$ cat src/rtl/axil_arb_pkg.sv
// Shared types for the AXI4-Lite round-robin arbiter: FSM states and the op code
// reported alongside the current grant.
package axil_arb_pkg;

  typedef enum logic [2:0] {
    IDLE,
    WR,
    WB,
    RD,
    RR
  } state_t;

  typedef enum logic [1:0] {
    OP_IDLE = 2'b00,
    OP_WR   = 2'b01,
    OP_RD   = 2'b10
  } op_t;

  localparam int unsigned PROT_W = 3;
  localparam int unsigned RESP_W = 2;

endpackage

$ cat src/rtl/axil_rr_arbiter_rr_pick.sv
// Combinational round-robin picker: searches last_grant+1 upward, wrapping modulo NUM_M,
// and returns the first requester as both a one-hot vector and an index.
module rr_pick #(
  parameter int unsigned NUM_M = 2
) (
  input  logic [NUM_M-1:0]         req,
  input  logic [$clog2(NUM_M)-1:0] last_grant,
  output logic                     any,
  output logic [NUM_M-1:0]         onehot,
  output logic [$clog2(NUM_M)-1:0] idx
);

  localparam int unsigned IDX_W = $clog2(NUM_M);

  always_comb begin
    int unsigned cand;
    cand   = 0;
    any    = 1'b0;
    onehot = '0;
    idx    = '0;
    for (int unsigned k = 1; k <= NUM_M; k++) begin
      cand = (32'(last_grant) + k) % NUM_M;
      if (!any && req[cand[IDX_W-1:0]]) begin
        any                       = 1'b1;
        onehot[cand[IDX_W-1:0]]   = 1'b1;
        idx                       = cand[IDX_W-1:0];
      end
    end
  end

endmodule

$ cat src/rtl/axil_rr_arbiter.sv
// Shares one downstream AXI4-Lite port between NUM_M masters, one transaction at a time,
// with round-robin grant chosen in IDLE and the winner's channels muxed through until done.
module axil_rr_arbiter
  import axil_arb_pkg::*;
#(
  parameter int unsigned NUM_M      = 2,
  parameter int unsigned DATA_WIDTH = 32,
  parameter int unsigned ADDR_WIDTH = 32,
  parameter int unsigned STRB_WIDTH = DATA_WIDTH / 8
) (
  input  logic                        clk,
  input  logic                        rst,
  // upstream write address
  input  logic [NUM_M*ADDR_WIDTH-1:0] s_axil_awaddr,
  input  logic [NUM_M*PROT_W-1:0]     s_axil_awprot,
  input  logic [NUM_M-1:0]            s_axil_awvalid,
  output logic [NUM_M-1:0]            s_axil_awready,
  // upstream write data
  input  logic [NUM_M*DATA_WIDTH-1:0] s_axil_wdata,
  input  logic [NUM_M*STRB_WIDTH-1:0] s_axil_wstrb,
  input  logic [NUM_M-1:0]            s_axil_wvalid,
  output logic [NUM_M-1:0]            s_axil_wready,
  // upstream write response
  output logic [RESP_W-1:0]           s_axil_bresp,
  output logic [NUM_M-1:0]            s_axil_bvalid,
  input  logic [NUM_M-1:0]            s_axil_bready,
  // upstream read address
  input  logic [NUM_M*ADDR_WIDTH-1:0] s_axil_araddr,
  input  logic [NUM_M*PROT_W-1:0]     s_axil_arprot,
  input  logic [NUM_M-1:0]            s_axil_arvalid,
  output logic [NUM_M-1:0]            s_axil_arready,
  // upstream read data
  output logic [DATA_WIDTH-1:0]       s_axil_rdata,
  output logic [RESP_W-1:0]           s_axil_rresp,
  output logic [NUM_M-1:0]            s_axil_rvalid,
  input  logic [NUM_M-1:0]            s_axil_rready,
  // downstream port
  output logic [ADDR_WIDTH-1:0]       m_axil_awaddr,
  output logic [PROT_W-1:0]           m_axil_awprot,
  output logic                        m_axil_awvalid,
  input  logic                        m_axil_awready,
  output logic [DATA_WIDTH-1:0]       m_axil_wdata,
  output logic [STRB_WIDTH-1:0]       m_axil_wstrb,
  output logic                        m_axil_wvalid,
  input  logic                        m_axil_wready,
  input  logic [RESP_W-1:0]           m_axil_bresp,
  input  logic                        m_axil_bvalid,
  output logic                        m_axil_bready,
  output logic [ADDR_WIDTH-1:0]       m_axil_araddr,
  output logic [PROT_W-1:0]           m_axil_arprot,
  output logic                        m_axil_arvalid,
  input  logic                        m_axil_arready,
  input  logic [DATA_WIDTH-1:0]       m_axil_rdata,
  input  logic [RESP_W-1:0]           m_axil_rresp,
  input  logic                        m_axil_rvalid,
  output logic                        m_axil_rready,
  // status
  output logic [$clog2(NUM_M)-1:0]    grant_idx,
  output logic [1:0]                  op
);

  localparam int unsigned IDX_W = $clog2(NUM_M);

  state_t           state;
  op_t              op_q;
  logic [IDX_W-1:0] grant;
  logic [IDX_W-1:0] last_grant;
  logic             aw_done;
  logic             w_done;

  logic             pick_any;
  logic [NUM_M-1:0] pick_onehot;
  logic [IDX_W-1:0] pick_idx;
  logic             pick_wr;

  logic aw_hs, w_hs, b_hs, ar_hs, r_hs;

  rr_pick #(.NUM_M(NUM_M)) u_pick (
    .req        (s_axil_awvalid | s_axil_arvalid),
    .last_grant (last_grant),
    .any        (pick_any),
    .onehot     (pick_onehot),
    .idx        (pick_idx)
  );

  // a master offering both AW and AR is served as a write first
  assign pick_wr = |(s_axil_awvalid & pick_onehot);

  assign aw_hs = m_axil_awvalid & m_axil_awready;
  assign w_hs  = m_axil_wvalid  & m_axil_wready;
  assign b_hs  = m_axil_bvalid  & m_axil_bready;
  assign ar_hs = m_axil_arvalid & m_axil_arready;
  assign r_hs  = m_axil_rvalid  & m_axil_rready;

  always_ff @(posedge clk) begin
    if (rst) begin
      state      <= IDLE;
      op_q       <= OP_IDLE;
      grant      <= '0;
      last_grant <= IDX_W'(NUM_M - 1);
      aw_done    <= 1'b0;
      w_done     <= 1'b0;
    end else begin
      case (state)
        IDLE: begin
          if (pick_any) begin
            grant      <= pick_idx;
            last_grant <= pick_idx;
            if (pick_wr) begin
              state <= WR;
              op_q  <= OP_WR;
            end else begin
              state <= RD;
              op_q  <= OP_RD;
            end
          end
        end
        WR: begin
          if (aw_hs) aw_done <= 1'b1;
          if (w_hs)  w_done  <= 1'b1;
          if ((aw_done | aw_hs) && (w_done | w_hs)) state <= WB;
        end
        WB: begin
          if (b_hs) begin
            state   <= IDLE;
            op_q    <= OP_IDLE;
            aw_done <= 1'b0;
            w_done  <= 1'b0;
          end
        end
        RD: begin
          if (ar_hs) state <= RR;
        end
        RR: begin
          if (r_hs) begin
            state <= IDLE;
            op_q  <= OP_IDLE;
          end
        end
        default: begin
          state <= IDLE;
          op_q  <= OP_IDLE;
        end
      endcase
    end
  end

  // handshake signals only reach the granted master, and only in the phase that owns them
  always_comb begin
    s_axil_awready = '0;
    s_axil_wready  = '0;
    s_axil_bvalid  = '0;
    s_axil_arready = '0;
    s_axil_rvalid  = '0;
    m_axil_awvalid = 1'b0;
    m_axil_wvalid  = 1'b0;
    m_axil_bready  = 1'b0;
    m_axil_arvalid = 1'b0;
    m_axil_rready  = 1'b0;
    case (state)
      WR: begin
        m_axil_awvalid        = s_axil_awvalid[grant] & ~aw_done;
        s_axil_awready[grant] = m_axil_awready & ~aw_done;
        m_axil_wvalid         = s_axil_wvalid[grant] & ~w_done;
        s_axil_wready[grant]  = m_axil_wready & ~w_done;
      end
      WB: begin
        m_axil_bready        = s_axil_bready[grant];
        s_axil_bvalid[grant] = m_axil_bvalid;
      end
      RD: begin
        m_axil_arvalid        = s_axil_arvalid[grant];
        s_axil_arready[grant] = m_axil_arready;
      end
      RR: begin
        m_axil_rready        = s_axil_rready[grant];
        s_axil_rvalid[grant] = m_axil_rvalid;
      end
      default: ;
    endcase
  end

  assign m_axil_awaddr = s_axil_awaddr[grant*ADDR_WIDTH +: ADDR_WIDTH];
  assign m_axil_awprot = s_axil_awprot[grant*PROT_W +: PROT_W];
  assign m_axil_wdata  = s_axil_wdata[grant*DATA_WIDTH +: DATA_WIDTH];
  assign m_axil_wstrb  = s_axil_wstrb[grant*STRB_WIDTH +: STRB_WIDTH];
  assign m_axil_araddr = s_axil_araddr[grant*ADDR_WIDTH +: ADDR_WIDTH];
  assign m_axil_arprot = s_axil_arprot[grant*PROT_W +: PROT_W];

  assign s_axil_bresp = m_axil_bresp;
  assign s_axil_rdata = m_axil_rdata;
  assign s_axil_rresp = m_axil_rresp;

  assign grant_idx = grant;
  assign op        = op_q;

endmodule

$ cat config.mk
export PLATFORM = sky130hd
export DESIGN_NAME = axil_rr_arbiter
export DESIGN_NICKNAME = d
export VERILOG_FILES = /design/src/rtl/axil_arb_pkg.sv /design/src/rtl/axil_rr_arbiter_rr_pick.sv /design/src/rtl/axil_rr_arbiter.sv
export SDC_FILE = /design/constraint.sdc
export NUM_CORES = 1
export LEC_CHECK = 0
export CAP_MARGIN = 20
export CORE_AREA = 2 2 163 165
export CTS_CLUSTER_DIAMETER = 80
export DETAILED_ROUTE_END_ITERATION = 6
export DIE_AREA = 0 0 165 167
export GPL_TIMING_DRIVEN = 0
export SYNTH_ARGS = -nofsm -noshare
export SYNTH_HDL_FRONTEND = slang
export SYNTH_HIERARCHICAL = 1
export SYNTH_SLANG_ARGS = --single-unit
$ cat constraint.sdc
create_clock -name clk -period 4.4 [get_ports clk]
set_input_delay 0.88 -clock clk [delete_from_list [all_inputs] [get_ports clk]]
set_output_delay 0.88 -clock clk [all_outputs]
set_load 0.05 [all_outputs]
[After elaboration in Yosys (flattened, before gate mapping)]
Cells that the tools add are included.
Storage, ports and cells
  input bits: 265
  bits in registers: 9
  output and inout port bits: 160
  logic and storage cells: 122
Cells by class
  equality and inequality tests: 11
  bitwise logic cells: 22
  shifts and indexed selects: 6
  $lt $le $gt $ge: 6
  add/subtract/negate cells: 2
  $mul: 1
  multiplexer cells: 53
  reductions and logical operators: 15
Operators with widths (number)
  $shiftx 64x7->32: 3
  $mux 1: 29
  $mux 2: 12
  $mux 3: 5
  $pmux 3 s5: 1
  $ne 2x2->1 const B: 7
  $and 2x2->2: 6
  $shiftx 6x4->3: 2
  $and 1x1->1: 9
  $pmux 2 s4: 1
  $shiftx 8x4->4: 1
  $eq 3x2->1 const B: 2
  $lt 1x2->1 const B: 3
  $reduce_and 3->1: 2
  $logic_and 1x1->1: 5
  $reduce_and 5->1: 1
  $or 2x2->2: 2
  $pmux 1 s2: 2
  $reduce_and 4->1: 1
  $reduce_or 2->1: 2
  $demux 1 s1: 3
  $eq 3x1->1 const B: 1
  $eq 3x3->1 const B: 1
  $ge 1x1->1 const B: 3
  other kinds (8): 12

[Longest topological paths before layout]
Gate-level depths: netlist (run 1).
  word-level depth: 13
  depth in mapped cells: 6
  depth with buffers taken out: 6

[Modules after synthesis]
The synthesis (run 1) kept the hierarchy.
By module, submodules not included
  axil_rr_arbiter: instances 1, cells each 253, area an instance 2275.9 um^2
  rr_pick: instances 1, cells each 5, area an instance 32.5 um^2

[Worst setup path after synthesis (run 1)]
Ideal clock, no wire load.
  path type: register to output
  start: reg grant (netlist: grant_idx)
  end: out s_axil_arready[0]
  stages on the path, launching flop included: 5
  arrival: 2174 ps
  setup slack: 1346 ps
  path through: dfxtp_1 > buf_6 > buf_2 > clkbuf_1 > nor3b_1
On the way
  word-level cells in the longest chain between the ends: 6
RTL lines
  start, declared: RTL line axil_rr_arbiter.sv:66  | logic [IDX_W-1:0] grant;
  start signal, assigned: RTL line axil_rr_arbiter.sv:107  | grant <= pick_idx;
  $lt 1x2->1 (implied by the code) or $ge 1x1->1 (tied branches): RTL line axil_rr_arbiter.sv:173  | s_axil_arready[grant] = m_axil_arready;
  $logic_and 1x1->1 (implied by the code): RTL line axil_rr_arbiter.sv:173
  $mux 1 (implied by the code): RTL line axil_rr_arbiter.sv:173
  $demux 1 s1 *: RTL line axil_rr_arbiter.sv:173
  $and 2x2->2 (no line) *
  $mux 2 *: RTL line axil_rr_arbiter.sv:160  | case (state)
  end, declared: RTL line axil_rr_arbiter.sv:31  | output logic [NUM_M-1:0] s_axil_arready,
Mark *: on every way between the ends. The rest lies on a longest branch, timed or not.

[Final worst setup path (run 1)]
  start: in m_axil_bvalid
  end: out s_axil_bvalid[0]
On the way
  word-level cells in the longest chain between the ends: 2
RTL lines
  start, declared: RTL line axil_rr_arbiter.sv:47  | input logic m_axil_bvalid,
  $and 2x2->2 (no line)
  $mux 2: RTL line axil_rr_arbiter.sv:160
  end, declared: RTL line axil_rr_arbiter.sv:25  | output logic [NUM_M-1:0] s_axil_bvalid,
No other way between the ends.

==> results of run 1 <==
## how the worst min path moves through the flow
stage           start     end  cells past startpoint  slack, ns
6_report       w_done  w_done                      1       0.49
5_1_grt        w_done  w_done                      1       0.52
4_1_cts        w_done  w_done                      1       0.49
3_5_place_dp   w_done  w_done                      1       0.48
3_3_place_gp   w_done  w_done                      1       0.47
2_1_floorplan  w_done  w_done                      1       0.46
## critical path, cell delays in order
cell and delay [ns]:
clkdlybuf4s50_1 0.54, nor4bb_1 0.60, nor2b_1 0.21, clkdlybuf4s50_1 0.82
## power groups by stage
| stage | combinational, mW | sequential, mW | clock [mW] |
|---|---|---|---|
| global route | 2.00 | 0.124 | 0.167 |
| detailed placement | 1.92 | 0.121 | 0 |
| CTS | 1.93 | 0.121 | 0.163 |
| finish | 1.91 | 0.121 | 0.161 |
| floorplan | 1.18 | 0.143 | 0 |
| global placement | 1.92 | 0.122 | 0 |
## placed cells by master (no fill, tap or decap), types with 6 or more instances in the layout
| cell | synthesis | layout |
|---|---|---|
| clkdlybuf4s50_1 | 0 | 387 |
| mux2_2 | 82 | 82 |
| buf_4 | 36 | 36 |
| mux2_1 | 26 | 26 |
| nand2_1 | 15 | 15 |
| buf_2 | 14 | 14 |
| a21oi_1 | 10 | 10 |
| dfxtp_1 | 9 | 9 |
| nor2_1 | 8 | 8 |
| nor2b_1 | 6 | 6 |
| and3_1 | 6 | 6 |
## registers in the layout (all words and copies together) (netlist names)
name / flops
state: 3
last_grant: 1
grant_idx: 1
w_done: 1
op: 2
aw_done: 1
## layout make-up
class	count	area (um^2)	area share, %
timing repair buffer	387	3870	58.0
multi-input combinational	192	1750	26.3
tap	335	419	6.27
buffer	54	363	5.43
sequential	9	180	2.70
clock buffer	4	78.8	1.18
inverter	3	11.3	0.169
## cells by family (layout without fill, tap and decap cells)
| kind of cell | after synthesis | count (layout) | synth area share (%) |
|---|---|---|---|
| AO/OA/AOI/OAI | 27 | 27 | 8.35 |
| flip-flops | 9 | 9 | 7.80 |
| AND/OR/NAND/NOR | 54 | 54 | 13.4 |
| multiplexers | 111 | 111 | 54.2 |
| buffers and inverters | 57 | 448 | 16.2 |
## through the flow
stage	utilization [%]	worst slack, ns	cells	total power [mW]
detailed placement	25.6	0.445	980	2.04
floorplan	-	1.35	258	1.33
finish	25.9	0.467	984	2.19
global placement	25.6	0.431	980	2.04
CTS	25.9	0.438	984	2.21
global route	25.9	0.371	984	2.29
## per-layer routing
metal	track usage (%)	wire, um	up-vias
li1	-	-	1679
met1	11.9	5900	1597
met2	20.4	8470	158
met3	2.76	1510	7
met4	1.21	82	0
met5	0	0	-
==> results.json, run 1 <==
{
  "status": "completed",
  "cp_max_fo": 4,
  "drt-pass1-iter-count": 4,
  "dieArea_mm2": 0.0276,
  "p_sw_share_pct": 53.9,
  "hpwl_um": 14500,
  "intPower_mw": 1.01,
  "ys.warnings.count": 6,
  "synthDistinctLibCells": 39,
  "avgViaCountPerCell": 3.50,
  "fin_skew_ns": 0.00147,
  "grt_pass1_wl_um": 22200,
  "diodes": 0,
  "ios": 425,
  "nets": 915,
  "synth_edf_count": 0,
  "cp.arrival_ns": 3.05,
  "clockBufferDepth": 2,
  "crit-reg2reg-launch": "grant_idx",
  "hp-class": "reg2reg",
  "antenna_found_initial": 1,
  "htreeDepth": 1,
  "clk_pin_slew_ns": 0.04,
  "synth.most_common_cell": "mux2_2",
  "postRouteAntennaNets": 0,
  "p_leak_nw": 2.49,
  "die_h_um": 167,
  "powerDensity_mw_per_mm2": 327,
  "ir_drop_v": 0.000135,
  "ff2ff_path_depth": 6,
  "ys_seq_area_share_pct": 7.80,
  "yosys-top-cells-area": "mux2_2 (40%), mux2_1 (13%), buf_4 (12%), dfxtp_1 (7.8%), buf_2 (3.0%)",
  "grt_max_degree": 11,
  "cts-resized-gates": 0,
  "insertion_delay_ns": 0.24,
  "routedWlPerCell_um": 16.2,
  "finalHoldViolations": 0,
  "period_share_pct": 89.4,
  "critPathCaptureType": "output pin",
  "ys_top_cells_by_count": "mux2_2 (82), buf_4 (36), mux2_1 (26)",
  "period_needed_ns": 3.93,
  "crit_end": "s_axil_bvalid[0]",
  "yosysTopAreaCell": "mux2_2",
  "die_w_um": 165,
  "setup_viol": 0,
  "whs_ns": 0.488,
  "postCtsHoldBufs": 0,
  "cts_setup_buffers": 0,
  "synthFlopType": "dfxtp_1",
  "area_growth_pct": 189,
  "drtIter0Drc": 60,
  "start_util_pct": 8.96,
  "cts_sinks": 9,
  "p_clk_share_pct": 7.3,
  "grt_overflow": 0,
  "cp-startpoint": "m_axil_bvalid",
  "syn_area_per_cell_um2": 8.95,
  "rrSetupSlack_ns": 2.71,
  "ctsRootBufferMaster": "clkbuf_16",
  "cts_buffers": 3,
  "grt_pass1_vias": 3522,
  "io_buffers": 387,
  "timing.rr.end": "state[0]",
  "drive_above_1_share_pct": 22.2,
  "clock.fmax_mhz": 254,
  "gp_congestion": 0.742,
  "synth_nets": 523,
  "n_fill_cell": 2751,
  "synthArstFlopShare_pct": 0,
  "cp-start-kind": "input port",
  "vias": 3441,
  "crit_required_ns": 3.52,
  "worst_pin_slew_ns": 0.622,
  "power_frac_seq_pct": 5.5,
  "fin_area_mm2": 0.00668,
  "core_area_mm2": 0.0258,
  "worst-setup-path-type": "in2out",
  "rows": 59,
  "placed_cell_area_mm2": 0.00660,
  "rsz0062_at_grt": "false",
  "cts_tree": "done",
  "slew_violations": 0,
  "pwr-share-comb_pct": 87.1,
  "ys_seq_elements": 9,
  "max_slew_margin_pct": 58.0,
  "drv_cap": 0,
  "grt_use_total_pct": 10.6,
  "p_switching_mw": 1.18,
  "setup_tns_ns": 0,
  "netlist_instances": 258,
  "wirelength_um": 16000,
  "syn_area_mm2": 0.00231,
  "drc": 0,
  "synth.top_cell.area_share_pct": 40.0
}
Power figures use the tool's default switching activity.
==> inputs of run 2 (changes only) <==
==> constraint.sdc (replaced) <==
create_clock -name clk -period 4.8 [get_ports clk]
set_input_delay 1.2 -clock clk [delete_from_list [all_inputs] [get_ports clk]]
set_output_delay 1.2 -clock clk [all_outputs]
set_load 0.05 [all_outputs]
==> results of run 2 <==
Same layout as run 1 (identical final DEF). Status: completed.
Among the figures that moved: setup slack after placement 0.445 ns -> 0.205 ns; setup slack after layout 0.467 ns -> 0.227 ns; register-to-register setup slack 2.71 ns -> 3.11 ns; total power 2.19 mW -> 2.01 mW; worst IR drop on VDD 0.000135 V -> 0.000124 V
